[config.mk]
export PLATFORM = sky130hd
export DESIGN_NAME = unary_gen_9
export DESIGN_NICKNAME = d
export VERILOG_FILES = /design/src/rtl/unary_gen_9.sv
export SDC_FILE = /design/constraint.sdc
export NUM_CORES = 1
export LEC_CHECK = 0
export CORE_MARGIN = 8
export CORE_UTILIZATION = 42
export DETAILED_ROUTE_END_ITERATION = 8
export GPL_ROUTABILITY_DRIVEN = 1
export GPL_TIMING_DRIVEN = 0
export HOLD_SLACK_MARGIN = 0.08
export PLACE_DENSITY = 0.79
export SLEW_MARGIN = 10
export SYNTH_ARGS = -nofsm -noshare
export SYNTH_HDL_FRONTEND = slang
export SYNTH_SLANG_ARGS = --single-unit
[constraint.sdc]
create_clock -name clk -period 2.05 [get_ports clk]
set_clock_uncertainty 0.1 [all_clocks]
set_input_delay 0.41 -clock clk [delete_from_list [all_inputs] [get_ports clk]]
set_output_delay 0.41 -clock clk [all_outputs]
set_load 0.005 [all_outputs]
[src/rtl/unary_gen_9.sv]
// rtl/unary_gen_9.sv - binary-to-unary pulse stream generator
//
// Converts a 9-bit binary value into a unary pulse train on a single
// registered output bit, for use as one operand of a downstream 9-bit
// unary adder.
//
// Build option:
//   UNARY_GEN_GAP_EN  defined   : every pulse is followed by one forced-low
//                                 cycle (1,0,1,0...), two cycles per unit.
//   UNARY_GEN_GAP_EN  undefined : pulses are back-to-back, one unit per cycle.
//
// Ports:
//   clk        in   rising-edge clock for all state
//   rst        in   synchronous active-high reset
//   en         in   run enable; 0 pauses an active stream
//   load       in   start request; only sampled while ready=1
//   din[8:0]   in   value to emit as a unary pulse count (0..511)
//   ready      out  high in IDLE; load is accepted
//   busy       out  high in RUN
//   pulse      out  registered unary stream bit
//   done       out  one-cycle registered strobe at end of stream
//   remaining  out  pulses still to emit

module unary_gen_9 (
    input  logic       clk,
    input  logic       rst,
    input  logic       en,
    input  logic       load,
    input  logic [8:0] din,
    output logic       ready,
    output logic       busy,
    output logic       pulse,
    output logic       done,
    output logic [8:0] remaining
);

    typedef enum logic {
        S_IDLE = 1'b0,
        S_RUN  = 1'b1
    } state_t;

    state_t     r_state;
    logic [8:0] r_remaining;
    logic       r_pulse;
    logic       r_done;
    logic       w_phase;
    logic       w_last;

    // Nothing left to emit: the next active phase-0 cycle ends the stream.
    assign w_last = (r_remaining == 9'd0);

`ifdef UNARY_GEN_GAP_EN
    // phase=1 marks the forced-low cycle that follows each emitted pulse.
    logic r_phase;

    always_ff @(posedge clk) begin
        if (rst) begin
            r_phase <= 1'b0;
        end else if (r_state == S_IDLE) begin
            if (load) begin
                r_phase <= 1'b0;
            end
        end else if (en) begin
            // Enter the gap only after a real pulse; leave it unconditionally.
            r_phase <= !r_phase && !w_last;
        end
    end

    assign w_phase = r_phase;
`else
    assign w_phase = 1'b0;
`endif

    always_ff @(posedge clk) begin
        if (rst) begin
            r_state     <= S_IDLE;
            r_remaining <= 9'd0;
            r_pulse     <= 1'b0;
            r_done      <= 1'b0;
        end else begin
            // pulse and done are strobes; they only rise in the branches below.
            r_pulse <= 1'b0;
            r_done  <= 1'b0;
            case (r_state)
                S_IDLE: begin
                    if (load) begin
                        r_remaining <= din;
                        r_state     <= S_RUN;
                    end
                end
                S_RUN: begin
                    // load is ignored here, din is not re-sampled.
                    if (en) begin
                        if (w_phase) begin
                            r_pulse <= 1'b0;
                        end else if (!w_last) begin
                            r_pulse     <= 1'b1;
                            r_remaining <= r_remaining - 9'd1;
                        end else begin
                            r_done  <= 1'b1;
                            r_state <= S_IDLE;
                        end
                    end
                end
                default: begin
                    r_state <= S_IDLE;
                end
            endcase
        end
    end

    assign ready     = (r_state == S_IDLE);
    assign busy      = (r_state == S_RUN);
    assign pulse     = r_pulse;
    assign done      = r_done;
    assign remaining = r_remaining;

endmodule

**Yosys cells after proc, flatten, opt, wreduce, memory -nomap -nowiden**

Index checks and enable logic that the tools add are counted.

- Add/sub/neg operators: 1
- Eq/ne operators: 3
- Mux-type cells: 9
- Bitwise logic cells: 2
- Reduce and logical (&&, ||, !) cells: 3

Operators by type and width:

| operator | number |
|---|---|
| $mux 9 | 3 |
| $pmux 9 s2 | 1 |
| $logic_not 9->1 | 1 |
| $sub 9x1->9 const B | 1 |
| $ne 2x2->1 const B | 3 |
| $mux 1 | 4 |
| $reduce_and 3->1 | 1 |
| $reduce_or 3->1 | 1 |
| $not 1->1 | 2 |
| $pmux 1 s2 | 1 |

- Bits in registers: 12
- Input bits: 13
- Logic and storage cells: 22

**Depth between registers and ports, before layout**

- Depth in word-level cells: 4
- Mapped depth: 7

**Worst setup path before layout**

OpenSTA, ideal clock, no wires.

- Path type: reg-to-reg
- Start point: register r_remaining[0], in the netlist remaining[0]
- End point: register r_remaining[5], in the netlist remaining[5]
- Library setup time: 74 ps
- Data arrival time: 1721 ps
- Setup slack: 155 ps
- Stages on the path, launching flop included: 7
- Path buffers: 0
- Period minus slack after synthesis: 1895 ps
- Cell sequence: dfxtp_1 inv_1 ha_1 nor3b_1 a31o_2 or4_1 a31oi_1

- Word-level cells in the longest chain between the ends: 4
- Elaborated cells between the ends (all ways): 7
- Classes of those cells: add/sub (1); eq/ne (1); mux (3); reduce/logical (2)

RTL lines:

| item | line | RTL |
|---|---|---|
| from (decl) | 43 | `logic [8:0] r_remaining;` |
| from (signal assigned) | 87 | `r_remaining <= din;` |
| from (signal assigned) | 98 | `r_remaining <= r_remaining - 9'd1;` |
| $sub 9x1->9 | 98 |  |
| $mux 9 | 96 | `end else if (!w_last) begin` |
| $mux 9 | 93 | `if (en) begin` |
| $pmux 9 s2 | 84 | `case (r_state)` |

Several ways; a longest one is shown, not always the timed one. The select of a mux whose other input is x is not followed.
A chain may end at the register's enable or synchronous reset.

**Final worst setup path**

- Start point: register r_state, in the netlist busy
- End point: output ready

- Word-level cells in the longest chain between the ends: 1

RTL lines:

| item | line | RTL |
|---|---|---|
| from (decl) | 42 | `state_t r_state;` |
| from (signal assigned) | 76 | `r_state <= S_IDLE;` |
| from (signal assigned) | 88 | `r_state <= S_RUN;` |
| from (signal assigned) | 101 | `r_state <= S_IDLE;` |
| $not 1->1 | n/a |  |
| to (decl) | 30 | `output logic ready,` |

No other way between the ends.

==> impl_metrics.env <==
export IMPL_die_w_um=56.1
export IMPL_worstPathRequired_ns=1.54
export IMPL_cts_buffers=3
export IMPL_ys_ff_latch=12
export IMPL_grt_max_degree=11
export IMPL_period_share_pct=95.4
export IMPL_internal_power_mw=0.497
export IMPL_hpwlAfterDp_um=1460
export IMPL_ir_drop_v=0.000374
export IMPL_syn_to_final_growth_pct=47.9
export IMPL_drt_antenna_violating_nets=0
export IMPL_max_freq_mhz=511
export IMPL_p_leak_nw=0.363
export IMPL_ys_warn_count=0
export IMPL_arrival_ns=1.45
export IMPL_max_cap_viol_count=0
export IMPL_final_nets=126
export IMPL_die_area_um2=3140
export IMPL_worst_slew_pin_slew_ns=0.679
export IMPL_critPathSlowestCell="clkdlybuf4s50_1"
export IMPL_fp_coreArea_um2=1510
export IMPL_layout_commonest_cell="clkdlybuf4s50_1"
export IMPL_die_y_um=56.1
export IMPL_pre_cts_ws_ns=-0.142
export IMPL_fin_area_um2=997
export IMPL_clk_pin_slew_ns=0.08
export IMPL_timing_rr_start="remaining[0]$_SDFFE_PP0P_"
export IMPL_clockBufferDepth=2
export IMPL_endpoint_kind="output port"
export IMPL_grt_pass1_wl_um=3460
export IMPL_start_kind="register"
export IMPL_tns_ns=0
export IMPL_grt_pass1_vias=796
export IMPL_ios=26
export IMPL_layout_common_cells="clkdlybuf4s50_1 (25), a21oi_1 (12), dfxtp_1 (9)"
export IMPL_cts_tree="yes"
export IMPL_htreeDepth=1
export IMPL_min_delay_start="remaining[7]$_SDFFE_PP0P_"
export IMPL_slew_violations=0
export IMPL_synthDistinctLibCells=30
export IMPL_antenna_found_initial=0
export IMPL_antennaDiodeCount=0
export IMPL_r2r_end="remaining[5]$_SDFFE_PP0P_"
export IMPL_slew_headroom_pct=54.3
export IMPL_initial_utilization_pct=44.8
export IMPL_overflow=0
export IMPL_vias=779
export IMPL_wl_met1_um=912
export IMPL_swShare_pct=31.6
export IMPL_place_congestion=0.880
export IMPL_yosysSeqAreaShare_pct=35.6
export IMPL_power_net_switching_mw=0.229
export IMPL_wl_met3_um=132
export IMPL_routed_via_density=6.13
export IMPL_finalHoldViolCount=0
export IMPL_setup_worst_path_start="busy$_SDFF_PP0_"
export IMPL_cpPeakStageDelay_ns=0.51
export IMPL_cts_sinks=12
export IMPL_dr_pass1_iters=4
export IMPL_path_cells="inv_4 -> buf_6 -> clkdlybuf4s50_1"
export IMPL_endpoint="ready"
export IMPL_setup_ws_ns=0.0937
export IMPL_cp_max_fo=10
export IMPL_drc=0
export IMPL_hold_class="reg2reg"
export IMPL_grtUsageTotal_pct=13.0
export IMPL_cts_root_buf="clkbuf_4"
export IMPL_netlist_instances=83
export IMPL_power_frac_comb_pct=33.2
export IMPL_wl_per_cell_um=15.8
export IMPL_syn_avg_cell_area_um2=8.13
export IMPL_hold_ws_ns=0.399
export IMPL_clockPowerShare_pct=26.9
export IMPL_r2r_slack_ns=0.14
export IMPL_syn_nets=97
export IMPL_route_met2_wl_um=915
export IMPL_drt_iter0_drc=18
export IMPL_rows=14
export IMPL_p_seq_share_pct=39.8
export IMPL_outcome="complete, no violations"
export IMPL_syn_cell_area_um2=674
export IMPL_power_density_nw_per_um2=728
export IMPL_rsz0062_at_grt="false"
export IMPL_portBuffers=25
export IMPL_wl_um=2000
export IMPL_worstSetupPathType="reg2out"
export IMPL_min_period_ns=1.96
export IMPL_setup_viol=0
export IMPL_clk_latency_ns=0.28
export IMPL_reg2reg_depth=6
export IMPL_dr_max_layer_used="met4"
export IMPL_place_area_um2=945
export IMPL_drive_gt1_share_pct=14.4
state kept, by name, indices dropped and copies added, names as in the netlist:
register and count:
pulse 1, remaining 9, busy 1, done 1
routing by layer:
layer	global-route usage (%)	vias up
met4	8.93	0
met1	14.6	359
met2	20.0	36
li1	-	378
met5	0	-
met3	4.34	6
final cells by class:
| cell class | count | area [um^2] |
|---|---|---|
| fillers | 143 | 509 |
| clock buffers | 4 | 36.3 |
| inverters | 4 | 17.5 |
| plain buffers | 4 | 31.3 |
| flip-flops and latches | 12 | 249 |
| repair buffers | 25 | 250 |
| well taps | 16 | 20.0 |
| multi-input cells | 62 | 393 |
worst min-delay path by stage:
stage,end,slack [ns],depth (start not counted)
after CTS,remaining[7]$_SDFFE_PP0P_,0.40,2
after global placement,done$_SDFF_PP0_,0.37,1
final,remaining[7]$_SDFFE_PP0P_,0.40,2
after global routing,remaining[1]$_SDFFE_PP0P_,0.43,2
after floorplan,done$_SDFF_PP0_,0.37,1
after detailed placement,remaining[7]$_SDFFE_PP0P_,0.38,2
critical path, delay by kind of cell (launching register included):
kind                   cells  cell delay [ns]
buffers and inverters      3             0.77
flip-flops                 1             0.39
cells in the mapped netlist, drive strengths merged:
library cell / count / share of area, %
and2: 1 / 0.93
a221o: 1 / 1.5
buf: 4 / 4.1
a2bb2oi: 2 / 2.6
dfxtp: 12 / 36
o32ai: 5 / 6.5
nor4: 3 / 2.8
o21bai: 1 / 1.1
and3: 2 / 1.9
or3: 1 / 1.1
clkbuf: 1 / 0.56
clkinv: 1 / 0.56
nor2: 7 / 3.9
ha: 1 / 1.9
nand2: 4 / 2.2
nand3: 4 / 3.0
or4: 2 / 2.8
a21oi: 12 / 8.9
a31o: 1 / 1.3
inv: 3 / 1.7
a41o: 1 / 1.5
a22oi: 1 / 1.1
o211ai: 2 / 2.2
o311ai: 1 / 1.3
a31oi: 2 / 1.9
nor3: 2 / 1.5
nor3b: 1 / 1.1
nand2b: 5 / 4.6
power by group through the flow:
stage               Sequential (mW)  Clock (mW)  Combinational, mW
finish                        0.289       0.196              0.241
global route                  0.294       0.208              0.262
floorplan                     0.285           0              0.137
global placement              0.286           0              0.238
detailed placement            0.288           0              0.241
CTS                           0.288       0.195              0.239
through the flow:
step | util, % | power (mW) | std cells
6_report | 66.2 | 0.726 | 127
5_1_grt | 66.2 | 0.764 | 127
4_1_cts | 65.6 | 0.722 | 127
3_5_place_dp | 62.7 | 0.529 | 124
3_3_place_gp | 62.7 | 0.525 | 124
2_1_floorplan | - | 0.422 | 83
timing repair:
| item | CTS | global route |
|---|---|---|
| resized for setup | 5 | 5 |
| buffers inserted | 0 | 0 |
| hold buffers | 0 | 0 |
| endpoints found under the setup margin | 9 | 2 |
| cloned | 0 | 0 |
| pin swaps | 0 | 1 |
kinds of logic (layout without fill, tap and decap cells):
family,count (synthesis),in the layout,share of synthesized area (%)
flip-flops,12,12,35.6
AND/OR/NAND/NOR,32,32,25.8
adder cells (fa/ha/maj),1,1,1.85
buffers and inverters,9,37,6.86
AO/OA/AOI/OAI,29,29,29.9
Power figures use the tool's default switching activity.
